$ cat config.mk
export PLATFORM = sky130hd
export DESIGN_NAME = fetch_unit
export DESIGN_NICKNAME = d
export VERILOG_FILES = /design/src/rtl/cpu_pkg.sv /design/src/rtl/fetch_skid.sv /design/src/rtl/fetch_unit.sv
export SDC_FILE = /design/constraint.sdc
export NUM_CORES = 1
export LEC_CHECK = 0
export ABC_AREA = 0
export ABC_CLOCK_PERIOD_IN_PS = 2550
export BUFFER_PORTS_ARGS = -buffer_cell sky130_fd_sc_hd__buf_4
export CAP_MARGIN = 20
export CORE_MARGIN = 2
export CORE_UTILIZATION = 38
export CTS_CLUSTER_SIZE = 20
export DETAILED_ROUTE_END_ITERATION = 10
export RECOVER_POWER = 50
export SYNTH_ARGS = -nofsm -noshare
export SYNTH_HDL_FRONTEND = slang
export SYNTH_HIERARCHICAL = 1
export SYNTH_SLANG_ARGS = --single-unit
$ cat constraint.sdc
create_clock -name clk -period 2.55 [get_ports clk]
set_input_delay 0.3825 -clock clk [delete_from_list [all_inputs] [get_ports clk]]
set_output_delay 0.3825 -clock clk [all_outputs]
set_load 0.1 [all_outputs]
$ cat src/rtl/cpu_pkg.sv
// Shared CPU constants and word types
// used by fetch, ROM and decode.
package cpu_pkg;
  localparam int ADDR_W = 8;
  localparam int INSN_W = 15;

  typedef logic [ADDR_W-1:0] addr_t;
  typedef logic [INSN_W-1:0] insn_t;

  localparam addr_t RESET_PC = '0;
endpackage

$ cat src/rtl/fetch_skid.sv
// One-entry holding register for a fetched
// word and its pc, with a valid flag.
module fetch_skid
  import cpu_pkg::*;
(
  input  logic  clk,
  input  logic  rst,
  input  logic  flush,
  input  logic  push,
  input  logic  pop,
  input  insn_t d,
  input  addr_t d_pc,
  output insn_t q,
  output addr_t q_pc,
  output logic  valid
);
  insn_t q_q, q_d;
  addr_t pc_q, pc_d;
  logic  valid_q, valid_d;

  always_comb begin
    q_d     = q_q;
    pc_d    = pc_q;
    valid_d = valid_q;
    if (push) begin
      q_d  = d;
      pc_d = d_pc;
    end
    if (flush)     valid_d = 1'b0;
    else if (push) valid_d = 1'b1;
    else if (pop)  valid_d = 1'b0;
  end

  always_ff @(posedge clk or posedge rst) begin
    if (rst) begin
      q_q     <= '0;
      pc_q    <= '0;
      valid_q <= 1'b0;
    end else begin
      q_q     <= q_d;
      pc_q    <= pc_d;
      valid_q <= valid_d;
    end
  end

  assign q     = q_q;
  assign q_pc  = pc_q;
  assign valid = valid_q;
endmodule

$ cat src/rtl/fetch_unit.sv
// Instruction fetch: owns the pc, tracks the
// in-flight ROM read and buffers up to 2 words.
module fetch_unit
  import cpu_pkg::*;
(
  input  logic  clk,
  input  logic  rst,
  output addr_t rom_addr,
  input  insn_t rom_q,
  input  logic  redirect,
  input  addr_t redirect_pc,
  output logic  ir_valid,
  output insn_t ir,
  output addr_t ir_pc,
  input  logic  ir_ready
);
  addr_t pc_q, pc_d;
  logic  inflight_q, inflight_d;
  addr_t inflight_pc_q, inflight_pc_d;
  insn_t ir_q, ir_d;
  addr_t ir_pc_q, ir_pc_d;
  logic  ir_valid_q, ir_valid_d;

  insn_t skid_q;
  addr_t skid_pc;
  logic  skid_valid;

  logic       transfer;
  logic       issue;
  logic       to_ir;
  logic       skid_push;
  logic       skid_pop;
  logic [1:0] occ;

  always_comb begin
    transfer = ir_valid_q & ir_ready;
    occ = {1'b0, ir_valid_q}
        + {1'b0, skid_valid}
        + {1'b0, inflight_q}
        - {1'b0, transfer};
    issue = !redirect && (occ < 2'd2);
    // returning word bypasses the skid only
    // when nothing older is waiting ahead of it
    to_ir = inflight_q
          & (!ir_valid_q | transfer)
          & !skid_valid;
    skid_push = inflight_q & !to_ir;
    skid_pop  = transfer & skid_valid;

    pc_d          = pc_q;
    inflight_d    = issue;
    inflight_pc_d = inflight_pc_q;
    if (redirect) begin
      pc_d = redirect_pc;
    end else if (issue) begin
      pc_d          = pc_q + 1'b1;
      inflight_pc_d = pc_q;
    end

    ir_d       = ir_q;
    ir_pc_d    = ir_pc_q;
    ir_valid_d = ir_valid_q;
    if (skid_pop) begin
      ir_d       = skid_q;
      ir_pc_d    = skid_pc;
      ir_valid_d = 1'b1;
    end else if (to_ir) begin
      ir_d       = rom_q;
      ir_pc_d    = inflight_pc_q;
      ir_valid_d = 1'b1;
    end else if (transfer) begin
      ir_valid_d = 1'b0;
    end
    if (redirect) ir_valid_d = 1'b0;
  end

  always_ff @(posedge clk or posedge rst) begin
    if (rst) begin
      pc_q          <= RESET_PC;
      inflight_q    <= 1'b0;
      inflight_pc_q <= '0;
      ir_q          <= '0;
      ir_pc_q       <= '0;
      ir_valid_q    <= 1'b0;
    end else begin
      pc_q          <= pc_d;
      inflight_q    <= inflight_d;
      inflight_pc_q <= inflight_pc_d;
      ir_q          <= ir_d;
      ir_pc_q       <= ir_pc_d;
      ir_valid_q    <= ir_valid_d;
    end
  end

  fetch_skid u_skid (
    .clk   (clk),
    .rst   (rst),
    .flush (redirect),
    .push  (skid_push),
    .pop   (skid_pop),
    .d     (rom_q),
    .d_pc  (inflight_pc_q),
    .q     (skid_q),
    .q_pc  (skid_pc),
    .valid (skid_valid)
  );

  assign rom_addr = pc_q;
  assign ir_valid = ir_valid_q;
  assign ir       = ir_q;
  assign ir_pc    = ir_pc_q;
endmodule
# [Yosys cells after proc, flatten, opt, wreduce, memory -nomap -nowiden]
# Index checks and enable logic that the tools add are counted.
[totals] ff_bits=65 latchBits=0 ram_bits=0 mem_bits_ro=0 inputBits=27 out_inout_bits=32 wordCells=44 mem_count=0
[classes] n_addsub=4 n_mul=0 n_div=0 n_lt_le_gt_ge=1 n_eq_ne=0 n_shift=0 muxes=13 bitwise=7 n_reduce_logical=10
[ops] op="$mux W8" n=4
[ops] op="$mux W15" n=2
[ops] op="$add A8 B1 Y8 const B" n=1
[ops] op="$mux W1" n=7
[ops] op="$and A1 B1 Y1" n=5
[ops] op="$logic_not A1 Y1" n=4
[ops] op="$reduce_bool A2 Y1" n=2
[ops] op="$reduce_bool A4 Y1" n=1
[ops] op="$reduce_bool A3 Y1" n=1
[ops] op="$add A1 B1 Y2" n=1
[ops] op="$add A2 B1 Y2" n=1
[ops] op="$lt A2 B2 Y1 const B" n=1
[ops] op="$reduce_and A2 Y1" n=1
[ops] op="$sub A2 B1 Y2" n=1
[ops] op="$logic_and A1 B1 Y1" n=1
[ops] op="$not A1 Y1" n=1
[ops] op="$or A1 B1 Y1" n=1

# [Depth between registers and ports, before layout]
[depth] word_depth=8 ltp_mapped=8 depth_no_buf=8

# [Hierarchy]
# Netlist, hierarchy kept.
[by_module_without_submodules] mod="fetch_unit" n_inst=1 cells_per_inst=196 area_per_inst_um2=1963.1 seq_area_each_um2=1026.0
[by_module_without_submodules] mod="fetch_skid" n_inst=1 cells_per_inst=54 area_per_inst_um2=1001.0 seq_area_each_um2=600.6

# [Worst setup path before layout]
# OpenSTA, ideal clock, no wires.
[synth_path] path_kind="reg-to-reg" start="register ir_valid_q, in the netlist ir_valid" end="register inflight_pc_q[0]" setup_ns=0.126 arrival_time_ns=2.636 t_required_ns=2.424 path_slack_ns=-0.212 stages_incl_launch_ff=9 n_path_buf=0 period_less_slack_ns=2.762 cell_sequence="dfrtp_1 -> and2_1 -> ha_1 -> inv_1 -> ha_1 -> a21oi_4 -> xnor2_4 -> nor2_4 -> mux2_2"
[synth_via] elab_chain_len=6 word_cells_on_any_way=7 cone_classes="add/sub: 3; order compare: 1; bitwise: 1; reduce/logical: 2"
[synth_rtl] item="start, declared" line_no="fetch_unit.sv:22" source="logic ir_valid_q, ir_valid_d;"
[synth_rtl] item="start signal, assigned" line_no="fetch_unit.sv:91" source="ir_valid_q <= ir_valid_d;"
[synth_rtl] item="$add A1 B1 Y2" line_no="fetch_unit.sv:38" source="+ {1'b0, skid_valid}"
[synth_rtl] item="$add A2 B1 Y2" line_no="fetch_unit.sv:39" source="+ {1'b0, inflight_q}"
[synth_rtl] item="$sub A2 B1 Y2 *" line_no="fetch_unit.sv:40" source="- {1'b0, transfer};"
[synth_rtl] item="$lt A2 B2 Y1 *" line_no="fetch_unit.sv:41" source="issue = !redirect && (occ < 2'd2);"
[synth_rtl] item="$logic_and A1 B1 Y1 *" line_no="fetch_unit.sv:41"
[synth_rtl] item="named net inflight_d" line_no="fetch_unit.sv:18" source="logic inflight_q, inflight_d;"
[synth_rtl] item="$reduce_and A2 Y1 (no source line) *"
[synth_rtl] item="end signal, assigned" line_no="fetch_unit.sv:88" source="inflight_pc_q <= inflight_pc_d;"
[synth_rtl] item="end, declared" line_no="fetch_unit.sv:19" source="addr_t inflight_pc_q, inflight_pc_d;"
# The timed path passes the listed nets; every way through them passes the cells marked *.
# A chain may end at the register's enable or synchronous reset.

# [Worst setup path after layout]
[layout_path] start="register ir_valid_q, in the netlist ir_valid" end="register inflight_pc_q[6]"
# Same word-level chain as after synthesis.

==> results.toml <==
[worst_setup_path]
crit_fanout = 9
cp_cell_sequence = "and2_1, ha_1, inv_1, ha_1, a21oi_4, xnor2_4, nor2_4, mux2_2"
crit_top_cell = "ha_1"
end_kind = "flop"
arrival_ns = 2.55
slowest_stage = "dfrtp_2"
worst_setup_path_start_kind = "flop"
rr_startpoint = "ir_valid"
cpPeakStageDelay_ns = 0.44
crit_start = "ir_valid"
worstSetupPathType = "reg2reg"
crit_required_ns = 2.76

[grt]
grt_usage_pct = 16.3
grt_pass1_wl_mm = 10.8
grt_max_degree = 42
grt-ovfl-total = 0
grt_pass1_vias = 2124
antenna_found_initial = 0

[clock_tree]
cts_tree = "done"
hold_buffers = 0
ctsResizeCount = 0
cts_setup_buffers = 0
cts_root_buf = "clkbuf_8"
clk_pin_slew_ns = 0.07
cts_sinks = 65
clock_latency_ns = 0.33
htreeDepth = 3
clockBufferDepth = 2
cts_buffers = 9

[sta]
max_slew_margin_pct = 2.25
fin_worst_skew_ns = 0.00762
holdWs_ns = 0.264
fin_crit_sh_pct = 91.9
fmax_mhz = 427
period_minus_slack_ns = 2.34
worst_slew_pin_slew_ns = 1.47
drv_slew = 0
fin_setup_tns_ns = 0
rsz0062_at_grt = "false"
finalSetupViolations = 0
finalHoldViolations = 0

[floorplanning]
boundaryPins = 59
die_w_um = 92.3
coreArea_um2 = 7650
die_h_um = 92.3
die_area_um2 = 8520
start_util_pct = 38.8
rows = 32

[synth]
synth.distinct_cells = 35
yosys.area.top_type = "dfrtp_1"
syn_nets = 280
synth_edf_count = 0
synth_common_cells = "dfrtp_1 (65), nand2_1 (38), mux2_4 (19)"
synth_seq_cells = 65
yosysTopAreaCellShare_pct = 54.9
synth_warnings = 6
async_reset_ff_share_pct = 100
syn_inst = 250
syn_area_um2 = 2960
yosysMostFrequentCell = "dfrtp_1"
avgSynthCellArea_um2 = 11.9
ys_top_cells_by_area = "dfrtp_1 (55%), mux2_4 (9.6%), nand2_1 (4.8%)"
yosysSeqAreaShare_pct = 54.9
yosys_most_used_dff = "dfrtp_1"

[status]
outcome = "completed"

[drt]
dr.pass1.iters = 5
drtIter0Drc = 108
ant_nets = 0
drc = 0
wl_mm = 6.27
wl_per_cell_um = 14.9
dr_total_vias = 2059
vias_per_cell = 4.88

[hold_path]
hold_path.class = "in2reg"
min_from = "redirect_pc[1]"

[layout]
fin_nets = 345
drive_above_1_share_pct = 31.6
antenna_cells = 0
syn_to_final_growth_pct = 23.7
fillers = 694
fin_util_pct = 47.9

[place]
dp_hpwl_mm = 4.24
gp_congestion = 0.734
portBuffers = 58

[flow_run]
drv_cap = 0
-- registers in the layout, summed over array words and instances, names as in the netlist --
| name | count |
|---|---|
| ir | 15 |
| u_skid/q | 15 |
| inflight_pc_q | 8 |
| ir_pc | 8 |
| rom_addr | 8 |
| u_skid/q_pc | 8 |
| inflight_q | 1 |
| ir_valid | 1 |
| u_skid/valid | 1 |
-- routing by layer --
| layer | wire length (um) | global-route usage (%) | vias up | share of wire, % |
|---|---|---|---|---|
| met3 | 318 | 4.39 | 5 | 5.1 |
| met1 | 2990 | 22.0 | 995 | 48 |
| met4 | 65 | 6.34 | 0 | 1.0 |
| li1 | - | - | 1003 | - |
| met2 | 2900 | 25.1 | 56 | 46 |
| met5 | 0 | 0 | - | 0 |
-- cell usage in the layout (no fill, tap or decap), drive strengths merged, types with 4 or more instances in the layout --
cell type and count:
a31oi 13, nor2 18, clkbuf 29, mux2 31
nor2b 5, buf 47, o21ai 8, nand3 4
nand2 38, a222oi 8, dfrtp 65, mux2i 8
inv 16
-- final timing paths --
path	endpoint	slack [ns]	cells after the start
min in group asynchronous	ir[4]	0.41	3
hold / removal	rom_addr[1]	0.26	3
setup reg to reg	inflight_pc_q[6]	0.21	8
hold reg to reg	ir[7]	0.49	2
max in group asynchronous	u_skid/q[11]	1.13	3
setup / recovery	inflight_pc_q[6]	0.21	8
-- worst max-delay path, delay by kind of cell (launching register included) --
family | cells | cell delay, ns
XOR/XNOR | 1 | 0.14
adder cells (fa/ha/maj) | 2 | 0.58
AND/OR/NAND/NOR | 2 | 0.42
multiplexers | 1 | 0.37
flip-flops | 1 | 0.44
buffers and inverters | 1 | 0.04
AO/OA/AOI/OAI | 1 | 0.23
-- layout make-up --
type / count / area [um2] / share of cell area (%)
Sequential cell: 65 / 1630 / 44.4
Timing Repair Buffer: 65 / 438 / 11.9
Multi-Input combinational cell: 158 / 1190 / 32.5
Tap cell: 102 / 128 / 3.48
Clock inverter: 5 / 78.8 / 2.15
Inverter: 16 / 60.1 / 1.64
Clock buffer: 11 / 141 / 3.86
-- cells by family after synthesis --
kind of cell               Yosys count  share of synthesized area, %
muxes                               39                          16.9
xor gates and xnor gates             2                          1.22
AOI/OAI and AO/OA                   36                          8.82
DFF                                 65                          54.9
and+or+nand+nor                     78                          11.9
adders and majority gates            3                          1.27
buffers and inverters               27                          5.02
-- per-stage QoR --
stage	setup slack [ns]	instances	area, um2
2_1_floorplan	0.0630	250	2970
3_3_place_gp	0.210	406	3510
3_5_place_dp	0.150	406	3510
4_1_cts	0.173	422	3730
5_1_grt	0.0793	422	3670
6_report	0.207	422	3670
Power is left out: the tool's default activity adds up to more than one toggle a clock period on the data nets, which glitch-free logic cannot reach.
